File: config.mk
export PLATFORM = sky130hd
export DESIGN_NAME = dmem_arbiter_flat
export DESIGN_NICKNAME = d
export VERILOG_FILES = /design/src/rtl/dmem_arbiter_pkg.sv /design/src/rtl/dmem_arbiter_if.sv /design/src/rtl/dmem_req_check.sv /design/src/rtl/dmem_arbiter.sv /design/src/flat_wrapper.sv
export SDC_FILE = /design/constraint.sdc
export NUM_CORES = 1
export LEC_CHECK = 0
export ABC_AREA = 1
export BUFFER_PORTS_ARGS = -buffer_cell sky130_fd_sc_hd__buf_2
export CAP_MARGIN = 30
export CORE_AREA = 3 3 119 121
export CTS_CLUSTER_SIZE = 16
export DETAILED_ROUTE_END_ITERATION = 8
export DIE_AREA = 0 0 122 124
export MAX_ROUTING_LAYER = met4
export PLACE_DENSITY = 0.74
export SETUP_SLACK_MARGIN = 0.15
export SLEW_MARGIN = 10
export SYNTH_ARGS = -nofsm -noshare
export SYNTH_HDL_FRONTEND = slang
export SYNTH_SLANG_ARGS = --single-unit
export TNS_END_PERCENT = 100
File: constraint.sdc
create_clock -name clk -period 5.9 [get_ports clk]
set_input_delay 0.59 -clock clk [delete_from_list [all_inputs] [get_ports clk]]
set_output_delay 0.59 -clock clk [all_outputs]
set_load 0.1 [all_outputs]
File: src/rtl/dmem_arbiter_pkg.sv
// Shared constants for the data-memory arbiter.
// Holds the bus width, memory size, the DMEM access-size encodings and a
// helper that turns an access-size code into a byte count.
package dmem_arbiter_pkg;

    localparam int unsigned DATA_WIDTH = 32;
    localparam int unsigned DMEM_SIZE  = 1024;

    // mem_read[1:0] size code; mem_read[MEM_RD_SIGN] selects sign extension
    localparam logic [1:0] MEM_RD_NONE = 2'b00;
    localparam logic [1:0] MEM_RD_BYTE = 2'b01;
    localparam logic [1:0] MEM_RD_HALF = 2'b10;
    localparam logic [1:0] MEM_RD_WORD = 2'b11;
    localparam int unsigned MEM_RD_SIGN = 2;

    localparam logic [1:0] MEM_WR_NONE = 2'b00;
    localparam logic [1:0] MEM_WR_BYTE = 2'b01;
    localparam logic [1:0] MEM_WR_HALF = 2'b10;
    localparam logic [1:0] MEM_WR_WORD = 2'b11;

    typedef enum logic [1:0] {
        WinNone,
        WinCore,
        WinDbg
    } winner_e;

    // Number of bytes touched by a size code (read and write codes match).
    function automatic logic [2:0] access_bytes(input logic [1:0] size);
        logic [2:0] n;
        unique case (size)
            MEM_RD_BYTE: n = 3'd1;
            MEM_RD_HALF: n = 3'd2;
            MEM_RD_WORD: n = 3'd4;
            default:     n = 3'd0;
        endcase
        return n;
    endfunction

endpackage

File: src/rtl/dmem_arbiter_if.sv
// Requester-side data-memory bus.
// master: the requester (drives req/addr/wdata/mem_read/mem_write,
//         receives gnt/rvalid/rdata/err).
// slave:  the arbiter (the opposite directions).
interface dmem_arbiter_if #(
    parameter int unsigned DATA_WIDTH = 32
) ();
    logic                  req;
    logic [DATA_WIDTH-1:0] addr;
    logic [DATA_WIDTH-1:0] wdata;
    logic [2:0]            mem_read;
    logic [1:0]            mem_write;
    logic                  gnt;
    logic                  rvalid;
    logic [DATA_WIDTH-1:0] rdata;
    logic                  err;

    modport master (
        output req, addr, wdata, mem_read, mem_write,
        input  gnt, rvalid, rdata, err
    );

    modport slave (
        input  req, addr, wdata, mem_read, mem_write,
        output gnt, rvalid, rdata, err
    );
endinterface

File: src/rtl/dmem_req_check.sv
// Combinational legality check for one data-memory request.
// Ports:
//   addr, mem_read, mem_write : request under test
//   err    : misaligned, out of range, or read and write at once
//   rd_ok  : legal read (safe to forward to DMEM)
//   wr_ok  : legal write (safe to forward to DMEM)
module dmem_req_check #(
    parameter int unsigned DATA_WIDTH = 32,
    parameter int unsigned DMEM_SIZE  = 1024
) (
    input  logic [DATA_WIDTH-1:0] addr,
    input  logic [2:0]            mem_read,
    input  logic [1:0]            mem_write,
    output logic                  err,
    output logic                  rd_ok,
    output logic                  wr_ok
);
    import dmem_arbiter_pkg::*;

    logic              rd_act;
    logic              wr_act;
    logic [1:0]        size;
    logic              misaligned;
    logic              out_of_range;
    logic              conflict;
    logic [DATA_WIDTH:0] end_addr;

    always_comb begin
        rd_act = mem_read[1:0] != MEM_RD_NONE;
        wr_act = mem_write != MEM_WR_NONE;
        size   = rd_act ? mem_read[1:0] : mem_write;

        misaligned = ((size == MEM_RD_HALF) && addr[0]) ||
                     ((size == MEM_RD_WORD) && (addr[1:0] != 2'b00));

        // One extra bit so addresses near the top of the space cannot wrap.
        end_addr     = {1'b0, addr} + {{(DATA_WIDTH - 2){1'b0}}, access_bytes(size)};
        out_of_range = end_addr > (DATA_WIDTH + 1)'(DMEM_SIZE);

        conflict = (mem_read != 3'b000) && wr_act;

        // A no-op request touches nothing, so only real accesses can fault.
        err   = ((rd_act || wr_act) && (misaligned || out_of_range)) || conflict;
        rd_ok = rd_act && !err;
        wr_ok = wr_act && !err;
    end

endmodule

File: src/rtl/dmem_arbiter.sv
// Two-way arbiter in front of the single data-memory port.
// Core has priority; dbg is forced through after STARVE_LIMIT consecutive
// denied cycles. The winner's request is checked, forwarded combinationally
// to DMEM, and its response (rvalid/rdata/err) is registered one cycle later.
// Ports:
//   clk, rst        : clock, asynchronous active-high reset
//   core, dbg       : requester buses (slave side)
//   mem_addr, mem_write_data, mem_mem_read, mem_mem_write : to DMEM
//   mem_read_data   : combinational DMEM read data
module dmem_arbiter #(
    parameter int unsigned DATA_WIDTH   = 32,
    parameter int unsigned DMEM_SIZE    = 1024,
    parameter int unsigned STARVE_LIMIT = 4
) (
    input  logic                  clk,
    input  logic                  rst,
    dmem_arbiter_if.slave         core,
    dmem_arbiter_if.slave         dbg,
    output logic [DATA_WIDTH-1:0] mem_addr,
    output logic [DATA_WIDTH-1:0] mem_write_data,
    output logic [2:0]            mem_mem_read,
    output logic [1:0]            mem_mem_write,
    input  logic [DATA_WIDTH-1:0] mem_read_data
);
    import dmem_arbiter_pkg::*;

    localparam logic [3:0] StarveMax = 4'(STARVE_LIMIT);

    winner_e               winner;
    logic [3:0]            starve_q, starve_d;
    logic [DATA_WIDTH-1:0] sel_addr;
    logic [DATA_WIDTH-1:0] sel_wdata;
    logic [2:0]            sel_rd;
    logic [1:0]            sel_wr;
    logic                  chk_err;
    logic                  chk_rd_ok;
    logic                  chk_wr_ok;

    logic                  core_rvalid_q, dbg_rvalid_q;
    logic                  core_err_q, dbg_err_q;
    logic [DATA_WIDTH-1:0] core_rdata_q, dbg_rdata_q;

    // Arbitration and winner mux
    always_comb begin
        winner    = WinNone;
        sel_addr  = '0;
        sel_wdata = '0;
        sel_rd    = 3'b000;
        sel_wr    = 2'b00;

        if (dbg.req && (!core.req || (starve_q == StarveMax))) begin
            winner = WinDbg;
        end else if (core.req) begin
            winner = WinCore;
        end

        unique case (winner)
            WinCore: begin
                sel_addr  = core.addr;
                sel_wdata = core.wdata;
                sel_rd    = core.mem_read;
                sel_wr    = core.mem_write;
            end
            WinDbg: begin
                sel_addr  = dbg.addr;
                sel_wdata = dbg.wdata;
                sel_rd    = dbg.mem_read;
                sel_wr    = dbg.mem_write;
            end
            default: ;
        endcase
    end

    dmem_req_check #(
        .DATA_WIDTH (DATA_WIDTH),
        .DMEM_SIZE  (DMEM_SIZE)
    ) u_check (
        .addr      (sel_addr),
        .mem_read  (sel_rd),
        .mem_write (sel_wr),
        .err       (chk_err),
        .rd_ok     (chk_rd_ok),
        .wr_ok     (chk_wr_ok)
    );

    // Illegal requests are still granted but must not touch DMEM.
    always_comb begin
        mem_addr       = sel_addr;
        mem_write_data = sel_wdata;
        mem_mem_read   = chk_rd_ok ? sel_rd : 3'b000;
        mem_mem_write  = chk_wr_ok ? sel_wr : 2'b00;
    end

    assign core.gnt = (winner == WinCore);
    assign dbg.gnt  = (winner == WinDbg);

    // Count cycles dbg waits behind core; any other outcome clears it.
    always_comb begin
        starve_d = 4'd0;
        if ((winner == WinCore) && dbg.req) begin
            starve_d = (starve_q == StarveMax) ? starve_q : starve_q + 4'd1;
        end
    end

    always_ff @(posedge clk or posedge rst) begin
        if (rst) begin
            starve_q      <= 4'd0;
            core_rvalid_q <= 1'b0;
            core_err_q    <= 1'b0;
            core_rdata_q  <= '0;
            dbg_rvalid_q  <= 1'b0;
            dbg_err_q     <= 1'b0;
            dbg_rdata_q   <= '0;
        end else begin
            starve_q      <= starve_d;
            core_rvalid_q <= (winner == WinCore) && chk_rd_ok;
            core_err_q    <= (winner == WinCore) && chk_err;
            dbg_rvalid_q  <= (winner == WinDbg) && chk_rd_ok;
            dbg_err_q     <= (winner == WinDbg) && chk_err;
            if ((winner == WinCore) && chk_rd_ok) begin
                core_rdata_q <= mem_read_data;
            end
            if ((winner == WinDbg) && chk_rd_ok) begin
                dbg_rdata_q <= mem_read_data;
            end
        end
    end

    assign core.rvalid = core_rvalid_q;
    assign core.err    = core_err_q;
    assign core.rdata  = core_rdata_q;
    assign dbg.rvalid  = dbg_rvalid_q;
    assign dbg.err     = dbg_err_q;
    assign dbg.rdata   = dbg_rdata_q;

endmodule

File: src/flat_wrapper.sv
// flat-port wrapper written by rule: the top's interface ports become plain ports
module dmem_arbiter_flat import dmem_arbiter_pkg::*;
#(
    parameter int unsigned DATA_WIDTH   = 32,
    parameter int unsigned DMEM_SIZE    = 1024,
    parameter int unsigned STARVE_LIMIT = 4
)
  (clk, rst, mem_addr, mem_write_data, mem_mem_read, mem_mem_write, mem_read_data, core_req, core_addr, core_wdata, core_mem_read, core_mem_write, core_gnt, core_rvalid, core_rdata, core_err, dbg_req, dbg_addr, dbg_wdata, dbg_mem_read, dbg_mem_write, dbg_gnt, dbg_rvalid, dbg_rdata, dbg_err);
  dmem_arbiter_if #(.DATA_WIDTH(DATA_WIDTH)) core_i ();
  dmem_arbiter_if #(.DATA_WIDTH(DATA_WIDTH)) dbg_i ();
  input  logic clk;
  input  logic rst;
  output logic [DATA_WIDTH-1:0] mem_addr;
  output logic [DATA_WIDTH-1:0] mem_write_data;
  output logic [2:0] mem_mem_read;
  output logic [1:0] mem_mem_write;
  input  logic [DATA_WIDTH-1:0] mem_read_data;
  input wire logic [$bits(core_i.req)-1:0] core_req;
  input wire logic [$bits(core_i.addr)-1:0] core_addr;
  input wire logic [$bits(core_i.wdata)-1:0] core_wdata;
  input wire logic [$bits(core_i.mem_read)-1:0] core_mem_read;
  input wire logic [$bits(core_i.mem_write)-1:0] core_mem_write;
  output wire logic [$bits(core_i.gnt)-1:0] core_gnt;
  output wire logic [$bits(core_i.rvalid)-1:0] core_rvalid;
  output wire logic [$bits(core_i.rdata)-1:0] core_rdata;
  output wire logic [$bits(core_i.err)-1:0] core_err;
  input wire logic [$bits(dbg_i.req)-1:0] dbg_req;
  input wire logic [$bits(dbg_i.addr)-1:0] dbg_addr;
  input wire logic [$bits(dbg_i.wdata)-1:0] dbg_wdata;
  input wire logic [$bits(dbg_i.mem_read)-1:0] dbg_mem_read;
  input wire logic [$bits(dbg_i.mem_write)-1:0] dbg_mem_write;
  output wire logic [$bits(dbg_i.gnt)-1:0] dbg_gnt;
  output wire logic [$bits(dbg_i.rvalid)-1:0] dbg_rvalid;
  output wire logic [$bits(dbg_i.rdata)-1:0] dbg_rdata;
  output wire logic [$bits(dbg_i.err)-1:0] dbg_err;
  assign core_i.req = core_req;
  assign core_i.addr = core_addr;
  assign core_i.wdata = core_wdata;
  assign core_i.mem_read = core_mem_read;
  assign core_i.mem_write = core_mem_write;
  assign core_gnt = core_i.gnt;
  assign core_rvalid = core_i.rvalid;
  assign core_rdata = core_i.rdata;
  assign core_err = core_i.err;
  assign dbg_i.req = dbg_req;
  assign dbg_i.addr = dbg_addr;
  assign dbg_i.wdata = dbg_wdata;
  assign dbg_i.mem_read = dbg_mem_read;
  assign dbg_i.mem_write = dbg_mem_write;
  assign dbg_gnt = dbg_i.gnt;
  assign dbg_rvalid = dbg_i.rvalid;
  assign dbg_rdata = dbg_i.rdata;
  assign dbg_err = dbg_i.err;
  dmem_arbiter #(.DATA_WIDTH(DATA_WIDTH), .DMEM_SIZE(DMEM_SIZE), .STARVE_LIMIT(STARVE_LIMIT)) u_core (.clk(clk), .rst(rst), .core(core_i), .dbg(dbg_i), .mem_addr(mem_addr), .mem_write_data(mem_write_data), .mem_mem_read(mem_mem_read), .mem_mem_write(mem_mem_write), .mem_read_data(mem_read_data));
endmodule
## Yosys cells after proc, flatten, opt, wreduce, memory -nomap -nowiden

Cells that the tools add are included.

- $add $sub $neg: 2
- Multipliers: 0
- Div/mod/pow operators: 0
- Order comparisons: 1
- Equal/unequal tests: 7
- Shift-type cells: 0
- Mux-type cells: 12
- Bitwise gates (word level): 0
- Reductions and logical operators: 23

Operator list:

| cell | count |
|---|---|
| one-hot mux 32 bit (2 select lines) | 2 |
| adder 32 x 3 -> 33 bit | 1 |
| > comparator 33 x 11 -> 1 bit (second input constant) | 1 |
| logical AND 1 bit | 12 |
| one-hot mux 3 bit (3 select lines) | 1 |
| two-way mux 4 bit | 2 |
| equality test 2 bit (second input constant) | 3 |
| two-way mux 2 bit | 3 |
| one-hot mux 3 bit (2 select lines) | 1 |
| nonzero test 2 bit | 3 |
| logical OR 1 bit | 5 |
| adder 4 x 1 -> 4 bit (second input constant) | 1 |
| equality test 2 x 1 -> 1 bit (second input constant) | 2 |
| equality test 4 x 3 -> 1 bit (second input constant) | 1 |
| one-hot mux 2 bit (2 select lines) | 1 |
| two-way mux 3 bit | 1 |
| nonzero test 3 bit | 1 |
| zero test 1 bit | 2 |
| inequality test 2 bit (second input constant) | 1 |
| two-way mux 1 bit | 1 |

- Flip-flop bits (word level): 72
- Bits in latches: 0
- RAM bits: 0
- ROM bits: 0
- Bits of input ports: 174
- Memories: 0

## Depth between registers and ports, before layout

- Word-level depth: 18
- Gate-level depth with buffers: 32
- Mapped depth without buffers: 29

## Modules after synthesis

A second synthesis with hierarchy kept.

- Cells, all modules: 842
- Area, all modules: 5154.9 um^2

By module, submodules not included:

| module | instances | cells each | area each (um^2) | seq. area each (um^2) |
|---|---|---|---|---|
| dmem_arbiter | 1 | 540 | 3788.6 | 1801.7 |
| dmem_req_check | 1 | 302 | 1366.3 | 0.0 |

## Worst setup path before layout

OpenSTA, ideal clock, no wires.

- Path kind: input port to output port
- Start: in dbg_req
- End: out mem_mem_read[0]
- Data arrival time: 6.168 ns
- Path slack: -0.858 ns
- Stages on the path: 21
- Buffers on the path: 4
- Path through: buf_4 inv_2 o21ai_2 buf_6 inv_2 buf_2 buf_1 a22o_1 ha_1 nand3_1 nand2_1 nand3_1 nor2_2 nand2_2 nor2_4 nand3_1 nand2_1 nand2_1 nor2_1 nand3_1 nor3_1

- Elaborated cells between the ends (all ways): 29
- Those cells by class: add/sub (1); order compare (1); eq/ne (5); mux (7); reduce/logical (15)

RTL lines:

| what | RTL line | source |
|---|---|---|
| start, declared | flat_wrapper.sv:27 | `input wire logic [$bits(dbg_i.req)-1:0] dbg_req;` |
| logical AND 1 bit (*) | dmem_arbiter.sv:51 | `if (dbg.req && (!core.req \|\| (starve_q == StarveMax))) begin` |
| two-way mux 2 bit (*) | dmem_arbiter.sv:51 |  |
| equality test 2 bit or equality test 2 x 1 -> 1 bit (tied branches) | dmem_arbiter.sv:57 | `unique case (winner)` |
| one-hot mux 32 bit (2 select lines) (*) | dmem_arbiter.sv:57 |  |
| via mem_addr[2] | flat_wrapper.sv:13 | `output logic [DATA_WIDTH-1:0] mem_addr;` |
| adder 32 x 3 -> 33 bit (*) | dmem_req_check.sv:37 | `end_addr = {1'b0, addr} + {{(DATA_WIDTH - 2){1'b0}}, access_bytes(size)};` |
| > comparator 33 x 11 -> 1 bit (*) | dmem_req_check.sv:38 | `out_of_range = end_addr > (DATA_WIDTH + 1)'(DMEM_SIZE);` |
| logical OR 1 bit (*) | dmem_req_check.sv:43 | `err = ((rd_act \|\| wr_act) && (misaligned \|\| out_of_range)) \|\| conflict;` |
| logical AND 1 bit (*) | dmem_req_check.sv:43 |  |
| logical OR 1 bit (*) | dmem_req_check.sv:43 |  |
| zero test 1 bit (*) | dmem_req_check.sv:44 | `rd_ok = rd_act && !err;` |
| logical AND 1 bit (*) | dmem_req_check.sv:44 |  |
| two-way mux 3 bit (*) | dmem_arbiter.sv:90 | `mem_mem_read = chk_rd_ok ? sel_rd : 3'b000;` |
| end, declared | flat_wrapper.sv:15 | `output logic [2:0] mem_mem_read;` |

Mark *: on every way through the listed nets, which the timed path passes. The rest lies on a longest branch.

## Worst setup path in the final report

- Start: reg u_core.starve_q[0]
- End: out mem_mem_write[0]

- Longest elaborated chain between the ends: 18
- Elaborated cells between the ends (all ways): 31
- Those cells by class: add/sub (1); order compare (1); eq/ne (6); mux (7); reduce/logical (16)

RTL lines:

| what | RTL line | source |
|---|---|---|
| start, declared | dmem_arbiter.sv:30 | `logic [3:0] starve_q, starve_d;` |
| start signal, assigned | dmem_arbiter.sv:115 | `starve_q <= starve_d;` |
| equality test 4 x 3 -> 1 bit (*) | dmem_arbiter.sv:51 |  |
| logical OR 1 bit (*) | dmem_arbiter.sv:51 |  |
| logical AND 1 bit (*) | dmem_arbiter.sv:51 |  |
| two-way mux 2 bit (*) | dmem_arbiter.sv:51 |  |
| equality test 2 bit or equality test 2 x 1 -> 1 bit (tied branches) | dmem_arbiter.sv:57 |  |
| one-hot mux 3 bit (2 select lines) | dmem_arbiter.sv:57 |  |
| nonzero test 2 bit | dmem_req_check.sv:29 | `rd_act = mem_read[1:0] != MEM_RD_NONE;` |
| two-way mux 2 bit | dmem_req_check.sv:31 | `size = rd_act ? mem_read[1:0] : mem_write;` |
| [... 2 more ...] | - |  |
| adder 32 x 3 -> 33 bit | dmem_req_check.sv:37 |  |
| > comparator 33 x 11 -> 1 bit | dmem_req_check.sv:38 |  |
| logical OR 1 bit | dmem_req_check.sv:43 |  |
| logical AND 1 bit | dmem_req_check.sv:43 |  |
| logical OR 1 bit | dmem_req_check.sv:43 |  |
| zero test 1 bit | dmem_req_check.sv:45 | `wr_ok = wr_act && !err;` |
| logical AND 1 bit | dmem_req_check.sv:45 |  |
| two-way mux 2 bit (*) | dmem_arbiter.sv:91 | `mem_mem_write = chk_wr_ok ? sel_wr : 2'b00;` |
| end, declared | flat_wrapper.sv:16 | `output logic [1:0] mem_mem_write;` |

Every way passes the cells marked *; elsewhere a longest branch is shown, timed or not.

==> metrics.txt <==
total number of placement rows=42; vias post-DR=6407; #FFs+latches synth=72; Post-Syn Nets=949; Syn Inst Count=769; Total Wirelength=between 15000 and 20000 um; DR pass1 iterations=7; critical path class=reg -> out; Layout Utilization=approximately 56%; area of the mapped netlist=between 5000 and 6000 um^2; leading cell type in the layout, fill and taps excluded=buf_2; Distinct cells, synth=37; clk sinks=72; total die area=15100 um^2; Ant. Diodes=0; initial antenna violation count=0; crit path max fanout=8; run status=completed; DR iter-0 viols=538; htree depth=3; CTS buffer count=9; die extent in y=124 um; largest net degree at the start of global routing=90; Crit. End Element=primary output; total power=~1700 uW; Clock Pin Slew Worst Setup and Hold Paths=0.06 ns; PwrDens=228 nW/um^2; vias per std cell=5.16; final setup fails=0; vias in the first global route=5832; Lkg Pwr=0.00430 uW; Worst Tran Pin Value=0.680 ns; first-pass GRT wire length=29600 um; critical path startpoint category=flop; CTS tree=done; CTS max path bufs=2; CORE AREA=13200 um^2; routed length per instance=roughly 16 um; Synth Area per Inst=6.80 um^2; RSZ-0062 raised after global routing=no; io pins=313; commonest non-fill, non-tap cells in the layout=307 x buf_2, 302 x nand2_1, 73 x nand4_1, 72 x dfrtp_1, 69 x nor2_1; DP HPWL=between 15000 and 20000 um; required time worst endpoint=about 5.3 ns; final period demand of the worst path=5.25 ns; GP Congestion=0.995; Max transition margin=54.7%; Worst Hold Class=in -> async; DRC=0; final count of pins violating max slew=0; Total GRT Usage=roughly a quarter; Hold Fails Final Rpt=0; max_cap viols=0; share of layout cells above drive strength 1=35.7%; Synth warnings=0; CTS Hold Bufs=0; root buf cell=clkbuf_16; period utilisation layout=88.9%; sequential share of the synthesized area=34.4%; worst-skew pair later-pin latency=0.33 ns; initial core utilization=39.7%; nets=1241; fmax=191 MHz; Crit path arrival time=4.66 ns; Routed Antenna Nets=0; Chip Width=122 um; area delta synth->final=40.1%; PortBufs=312; skew final=0.00958 ns; global route overflow=0; Max VDD drop=0.148 mV
-- kinds of logic after synthesis --
family | count (synthesis) | share of synthesized area, %
compound gates | 67 | 10.2
xor+xnor | 7 | 1.17
fa+ha+maj | 6 | 1.58
buf+inv | 97 | 8.59
flops | 72 | 34.4
simple gates | 520 | 44.0
-- worst max-delay path: stages, from the launching register on --
cell and delay [ns]:
dfrtp_1 0.41, inv_1 0.07, ha_1 0.15, nand3_2 0.17, o21ai_4 0.29, o21a_1 0.26, inv_1 0.06, o21ai_1 0.24
a21oi_1 0.08, ha_1 0.22, fa_1 0.40, a21oi_1 0.23, inv_1 0.06, nand2_1 0.14, nor2_4 0.08, nand2_2 0.09
nor2_2 0.07, nand2_1 0.08, xor2_1 0.18, inv_1 0.06, nor2_1 0.08, nand3_1 0.21, o22ai_2 0.23, inv_1 0.14
nor2_4 0.13, buf_12 0.18
-- cell usage after synthesis --
cell,instances,area [um^2]
nand2_1,303,1140
nand4_1,73,457
dfrtp_1,72,1800
nor2_1,72,270
inv_1,53,199
nand3_1,38,190
a22o_1,36,315
clkbuf_1,17,63.8
nand2_2,9,56.3
buf_2,8,40.0
buf_6,8,90.1
nor2_2,7,43.8
o21ai_0,7,35.0
o21ai_2,7,61.3
a21oi_1,5,25.0
buf_1,5,18.8
ha_1,5,62.6
nand3b_1,5,37.5
buf_4,4,30.0
nor2_4,4,45.0
o21ai_1,4,20.0
xnor2_1,4,35.0
nor3_1,3,15.0
o21bai_1,3,22.5
xor2_1,3,26.3
inv_2,2,7.51
nand3_2,2,20.0
a21oi_4,1,16.3
a22oi_1,1,7.51
and2_1,1,6.26
and3_1,1,6.26
fa_1,1,20.0
nand2_4,1,11.3
nand2b_1,1,6.26
o21a_1,1,7.51
o21ai_4,1,16.3
o22ai_1,1,6.26
-- state kept, by name (all words and copies together), names as in the netlist --
| name | flops |
|---|---|
| u_core.core.rdata | 32 |
| u_core.dbg.rdata | 32 |
| u_core.starve_q | 4 |
| u_core.core.err | 1 |
| u_core.core.rvalid | 1 |
| u_core.dbg.err | 1 |
| u_core.dbg.rvalid | 1 |
-- final timing paths --
kind                       cells past startpoint  slack [ns]               endpoint             startpoint
setup / recovery                              25        0.65       mem_mem_write[0]     u_core.starve_q[0]
min in group clk                               2        0.46  u_core.core.rdata[28]  u_core.core.rdata[28]
hold / removal                                 3        0.32   u_core.dbg.rdata[23]                    rst
setup reg to reg                              25        1.14    u_core.dbg.rdata[0]     u_core.starve_q[0]
hold reg to reg                                2        0.46  u_core.core.rdata[28]  u_core.core.rdata[28]
max in group asynchronous                      4        5.01   u_core.dbg.rdata[15]                    rst
-- report_power, final --
part / switching, uW / internal, uW / total [uW]
sequential: 1.35 / 496 / 497
combinational: 451 / 125 / 577
clock: 224 / 375 / 599
-- layer usage --
metal	vias to the layer above	routed length (um)	global-route usage (%)
met1	2938	7850	30.8
met4	0	466	7.42
met2	295	9790	43.3
li1	3140	-	-
met5	-	0	-
met3	34	1430	3.77
-- repair_timing --
item                                    in CTS  in global routing
resized for setup                            0                  4
endpoints found under the setup margin       0                  3
setup buffers                                0                  1
-- through the flow --
| stage | setup WS, ns | TNS (ns) | area, um^2 | std cells | hold slack, ns |
|---|---|---|---|---|---|
| global placement | 0.832 | 0 | 6960 | 1224 | 0.449 |
| detailed placement | 0.663 | 0 | 6960 | 1224 | 0.453 |
| global route | 0.144 | 0 | 7330 | 1242 | 0.349 |
| finish | 0.654 | 0 | 7330 | 1242 | 0.325 |
| floorplan | -0.0157 | -0.0315 | 5260 | 769 | 0.452 |
| CTS | 0.398 | 0 | 7280 | 1240 | 0.468 |
-- layout make-up --
cell class	count	area [um^2]
fillers	1328	5860
multi-input cells	600	3030
flip-flops and latches	72	1800
repair buffers	323	1740
clock buffers	9	225
well taps	176	220
inverters	55	206
clock inverters	7	100
Note: power is estimated with default switching activity, not from simulation.
